$ cat src/rtl/egg_timer_pkg.sv
// Egg timer shared types and constants.
// State encoding, BCD limits and the program-value bundle.
package egg_timer_pkg;

  typedef enum logic [1:0] {
    ST_SET   = 2'd0,
    ST_LOAD  = 2'd1,
    ST_RUN   = 2'd2,
    ST_ALARM = 2'd3
  } state_t;

  localparam logic [3:0] SEC_TENS_MAX = 4'd5;
  localparam logic [3:0] DIGIT_MAX    = 4'd9;

  typedef struct packed {
    logic [3:0] tens_min;
    logic [3:0] min;
    logic [3:0] tens_sec;
    logic [3:0] sec;
  } prog_t;

  function automatic logic prog_nonzero(
    input prog_t p
  );
    return |p;
  endfunction

endpackage

$ cat src/rtl/egg_timer_ctrl_bcd_pair_incr.sv
// Two-digit BCD incrementer with wrap.
// Tens digit wraps to 0 after reaching tens_max.
module bcd_pair_incr
  import egg_timer_pkg::*;
(
  input  logic [3:0] tens,
  input  logic [3:0] ones,
  input  logic [3:0] tens_max,
  output logic [3:0] tens_next,
  output logic [3:0] ones_next
);

  // ones rolls over at 9 and carries into tens, tens wraps at its limit
  always_comb begin
    tens_next = tens;
    ones_next = ones + 4'd1;
    if (ones >= DIGIT_MAX) begin
      ones_next = 4'd0;
      if (tens >= tens_max) begin
        tens_next = 4'd0;
      end else begin
        tens_next = tens + 4'd1;
      end
    end
  end

endmodule

$ cat src/rtl/egg_timer_ctrl.sv
// Egg timer control sequencer.
// Programs an MM:SS time, loads/runs time_count, sounds the alarm.
module egg_timer_ctrl
  import egg_timer_pkg::*;
#(
  parameter int ALARM_SECONDS = 30
) (
  input  logic       clk,
  input  logic       reset,
  input  logic       pulse_1s,
  input  logic       btn_start,
  input  logic       btn_clear,
  input  logic       btn_min,
  input  logic       btn_sec,
  input  logic       done,
  output logic [3:0] seconds_prog,
  output logic [3:0] tens_seconds_prog,
  output logic [3:0] minutes_prog,
  output logic [3:0] tens_minutes_prog,
  output logic       load,
  output logic       timer_on,
  output logic       alarm,
  output logic [1:0] state
);

  localparam logic [5:0] ALARM_LAST = 6'(ALARM_SECONDS - 1);

  state_t     state_q, state_d;
  logic       paused_q, paused_d;
  prog_t      prog_q, prog_d;
  logic       load_q, load_d;
  logic       on_q, on_d;
  logic       alarm_q, alarm_d;
  logic [5:0] cnt_q, cnt_d;

  logic [3:0] sec_t, sec_o;
  logic [3:0] min_t, min_o;
  logic       any_btn;

  assign any_btn = btn_start | btn_clear | btn_min | btn_sec;

  bcd_pair_incr u_sec_incr (
    .tens      (prog_q.tens_sec),
    .ones      (prog_q.sec),
    .tens_max  (SEC_TENS_MAX),
    .tens_next (sec_t),
    .ones_next (sec_o)
  );

  bcd_pair_incr u_min_incr (
    .tens      (prog_q.tens_min),
    .ones      (prog_q.min),
    .tens_max  (DIGIT_MAX),
    .tens_next (min_t),
    .ones_next (min_o)
  );

  // state, program digits and registered outputs
  always_ff @(posedge clk) begin
    if (reset) begin
      state_q  <= ST_SET;
      paused_q <= 1'b0;
      prog_q   <= '0;
      load_q   <= 1'b0;
      on_q     <= 1'b0;
      alarm_q  <= 1'b0;
      cnt_q    <= '0;
    end else begin
      state_q  <= state_d;
      paused_q <= paused_d;
      prog_q   <= prog_d;
      load_q   <= load_d;
      on_q     <= on_d;
      alarm_q  <= alarm_d;
      cnt_q    <= cnt_d;
    end
  end

  // next state, digit edits and next output values
  always_comb begin
    state_d  = state_q;
    paused_d = paused_q;
    prog_d   = prog_q;
    alarm_d  = alarm_q;
    cnt_d    = cnt_q;
    unique case (state_q)
      ST_SET: begin
        priority case (1'b1)
          btn_clear: prog_d = '0;
          btn_start: begin
            if (prog_nonzero(prog_q)) state_d = ST_LOAD;
          end
          btn_min: begin
            prog_d.tens_min = min_t;
            prog_d.min      = min_o;
          end
          btn_sec: begin
            prog_d.tens_sec = sec_t;
            prog_d.sec      = sec_o;
          end
          default: ;
        endcase
      end
      ST_LOAD: begin
        state_d  = ST_RUN;
        paused_d = 1'b0;
      end
      ST_RUN: begin
        if (!paused_q && done) begin
          state_d = ST_ALARM;
          alarm_d = 1'b1;
          cnt_d   = '0;
        end else begin
          priority case (1'b1)
            btn_clear: state_d  = ST_SET;
            btn_start: paused_d = !paused_q;
            default: ;
          endcase
        end
      end
      ST_ALARM: begin
        if (any_btn) begin
          state_d = ST_SET;
        end else if (pulse_1s) begin
          if (cnt_q >= ALARM_LAST) begin
            state_d = ST_SET;
          end else begin
            cnt_d   = cnt_q + 6'd1;
            alarm_d = !alarm_q;
          end
        end
      end
      default: state_d = ST_SET;
    endcase
    if (state_d == ST_SET) begin
      alarm_d  = 1'b0;
      cnt_d    = '0;
      paused_d = 1'b0;
    end
  end

  assign load_d = (state_d == ST_LOAD);
  assign on_d   = (state_d == ST_RUN) && !paused_d;

  assign seconds_prog      = prog_q.sec;
  assign tens_seconds_prog = prog_q.tens_sec;
  assign minutes_prog      = prog_q.min;
  assign tens_minutes_prog = prog_q.tens_min;
  assign load              = load_q;
  assign timer_on          = on_q;
  assign alarm             = alarm_q;
  assign state             = state_q;

endmodule
$ cat config.mk
export PLATFORM = sky130hd
export DESIGN_NAME = egg_timer_ctrl
export DESIGN_NICKNAME = d
export VERILOG_FILES = /design/src/rtl/egg_timer_pkg.sv /design/src/rtl/egg_timer_ctrl_bcd_pair_incr.sv /design/src/rtl/egg_timer_ctrl.sv
export SDC_FILE = /design/constraint.sdc
export NUM_CORES = 1
export LEC_CHECK = 0
export BUFFER_PORTS_ARGS = -buffer_cell sky130_fd_sc_hd__buf_2
export CAP_MARGIN = 20
export CELL_PAD_IN_SITES_DETAIL_PLACEMENT = 1
export CELL_PAD_IN_SITES_GLOBAL_PLACEMENT = 2
export CORE_UTILIZATION = 33
export CTS_CLUSTER_DIAMETER = 60
export CTS_CLUSTER_SIZE = 8
export DETAILED_ROUTE_END_ITERATION = 8
export PLACE_DENSITY = 0.76
export RECOVER_POWER = 50
export REMOVE_ABC_BUFFERS = 1
export SYNTH_ARGS = -nofsm -noshare
export SYNTH_HDL_FRONTEND = slang
export SYNTH_SLANG_ARGS = --single-unit
$ cat constraint.sdc
create_clock -name clk -period 2.4 [get_ports clk]
set_input_delay 0.24 -clock clk [delete_from_list [all_inputs] [get_ports clk]]
set_output_delay 0.24 -clock clk [all_outputs]
set_load 0.02 [all_outputs]
==> metrics.cfg <==
[job]
maxCapViolCount=0

[power]
power.internal_uw=886
cellPowerDensity_nw_per_um2=741
ir_drop_mv=0.247
power_frac_comb=0.456
leakagePower_nw=0.773
p_sw_uw=637
p_clk_frac=0.173
pwr-share-seq=0.371
swShare=0.418

[final_layout]
final_nets=275
final_area_um2=2050
area_growth_pct=12.2
antenna_cells=0
fill_cells=666
seq_area_um2=561
multi_input_area_um2=1150
drive_gt1_frac=0.0823
final_util=0.392

[synthesis]
synthFlopType=dfxtp_1
synth_edf_count=0
synth_cells=216
yosysSeqAreaShare=0.306
synth-compound-area-share=0.202
syn_avg_cell_area_um2=8.47
synth_area_um2=1830
synth_top_family_by_area=simple AND/OR/NAND/NOR gates
yosys.area.top_type=dfxtp_1
synth_cell_types=50
async_flop_share=0
synthSimpleGateAreaFrac=0.245
yosys_warnings=0
synthMuxAreaShare=0.0109
synthXorXnorAreaFrac=0.0191
yosys.area_share.adder=0.150
ys_ff_latch=28
synthTopCellsByArea=dfxtp_1 (31%), ha_1 (15%), nand2_1 (4.1%), inv_1 (3.9%), nor2_1 (3.1%)
synth_top_area_share=0.306

[die]
fp.dieH_um=76.5
rows=26
io_pins=29
die_area_um2=5850
die_x_um=76.5
core_um2=5240
start_util=0.349

[global_route]
grt_start_max_net_pins=24
gr-total-overflow=0
grtUsageTotal=0.164
grt_pass1_vias=1609
antenna_found_initial=0
grt_pass1_wl_um=7740

[sta]
hold_viol_final=0
fin_skew_ps=8.63
finalCritPeriodShare=0.878
tns_ps=0
worstMarginPinSlew_ps=528
fmax_mhz=474
setup_viol=0
fin_ws_ps=292
max-slew-margin-rel=0.644
min_period_ps=2110
report.final.slew_viol_count=0
rsz0062_at_grt=no

[drt]
drt_iter0_drc=76
vias=1626
antenna_left=0
wirelength_um=4510
viasPerCell=5.19
drc=0
wl_per_cell_um=14.4
drt-pass1-iter-count=4

[clocking]
hold_buffers=0
clk_path_buf_depth=2
clk-insertion-delay-late_ps=280
htree_num_levels=1
clk_pin_slew_worst_paths_ps=100
cts_buffers=3
cts_resized=0
clock_sinks=28
cts_tree=yes
cts_root_buf=clkbuf_8
postCtsSetupRepairBufs=0

[setup_path]
r2r_cells=7
end_kind=flip-flop
worstPathMaxFanout=13
r2r-end=alarm
arrival_ps=2310
critPathRequiredTime_ps=2610
reg2reg_slack_ps=290
timing.rr.start=cnt_q[1]
path_class=reg -> reg
start_kind=flip-flop

[placed_design]
gp_congestion=0.754
dp_hpwl_um=3390
portBuffers=28
place_ws_ps=300
placed_area_um2=2040

[worst_hold_path]
hold_end=paused_q
hold_class=in -> reg
whs_path_depth=4
hp-start=done

[status]
status=complete, no violations

==> cells in the final DEF, fill, tap and decap left out, types with 3 or more instances in the layout <==
cell type / n
inv_1: 19
clkbuf_1: 21
buf_2: 7
nor2_1: 15
ha_1: 22
o21ai_1: 5
nand2_1: 20
nand3_1: 9
a221oi_1: 6
o21a_1: 5
o31ai_1: 3
xor2_1: 3
buf_4: 4
nor3b_1: 3
nand4_1: 4
dfxtp_1: 28
o21ai_0: 6
nor3_1: 6
a21oi_1: 10
nand2b_1: 6
clkbuf_8: 3
==> worst max-delay path by stage <==
| stage | startpoint | to | slack [ps] |
|---|---|---|---|
| 2_1_floorplan | state[1] | alarm | 280 |
| 3_3_place_gp | cnt_q[1] | alarm | 360 |
| 3_5_place_dp | cnt_q[0] | timer_on | 300 |
| 4_1_cts | cnt_q[0] | timer_on | 280 |
| 5_1_grt | cnt_q[0] | load | 20 |
| 6_report | cnt_q[1] | alarm | 290 |
==> per-stage QoR <==
step / power (mW) / instances / hold slack, ps
after global routing: 1.66 / 313 / 345
after detailed placement: 1.29 / 310 / 494
final: 1.52 / 313 / 345
after global placement: 1.28 / 310 / 494
after floorplan: 1.03 / 208 / 305
after CTS: 1.56 / 313 / 347
==> registers in the layout, indices dropped and copies added (netlist names) <==
register           count
alarm                  1
minutes_prog           4
timer_on               1
seconds_prog           4
tens_seconds_prog      4
tens_minutes_prog      4
cnt_q                  6
paused_q               1
state                  2
load                   1
==> cell usage after synthesis, types with 2 or more instances <==
library cell and n:
a21o_1 2, a21oi_1 10, a221oi_1 6, and3_1 2, buf_6 2, clkbuf_1 4
dfxtp_1 28, ha_1 22, inv_1 19, mux2i_1 2, nand2_1 20, nand2b_1 6
nand3_1 9, nand3b_1 2, nand4_1 4, nor2_1 15, nor2b_1 2, nor3_1 6
nor3b_1 3, nor4_1 2, nor4b_1 2, o21a_1 5, o21ai_0 6, o21ai_1 5
o22ai_1 2, o31a_1 2, o31ai_1 3, xor2_1 3
==> worst max-delay path, cell delays in order (launching register included) <==
cell and delay [ps]:
dfxtp_1 400, inv_1 80, ha_1 170, nand2b_1 130, a41o_1 400, or3_1 400, a32o_1 270, a211oi_2 180
==> metal layers <==
metal / wire length [µm] / GRT usage
met1: 2290 / 0.225
met2: 2090 / 0.268
met3: 81 / 0.0192
met4: 54 / 0.0500
met5: 0 / 0
==> logic make-up (layout without fill, tap and decap cells) <==
| kind of cell | Yosys count | after routing |
|---|---|---|
| fa+ha+maj | 22 | 22 |
| simple gates | 82 | 82 |
| xor+xnor | 4 | 4 |
| buf+inv | 27 | 54 |
| flops | 28 | 28 |
| mux | 2 | 2 |
| compound gates | 51 | 51 |
==> layout make-up <==
type                    instances  area share
multi-input cells             161       0.560
inverters                      19      0.0347
repair buffers                 32      0.0700
clock buffers                   3      0.0201
flip-flops and latches         28       0.273
well taps                      70      0.0426
==> power by group through the flow <==
stage               Clock [mW]  Sequential, mW  Combinational (mW)
floorplan                    0           0.623               0.407
finish                   0.263           0.565               0.694
global placement             0           0.577               0.706
global route             0.300           0.577               0.781
CTS                      0.277           0.565               0.719
detailed placement           0           0.576               0.714
Note: power is estimated with default switching activity, not from simulation.
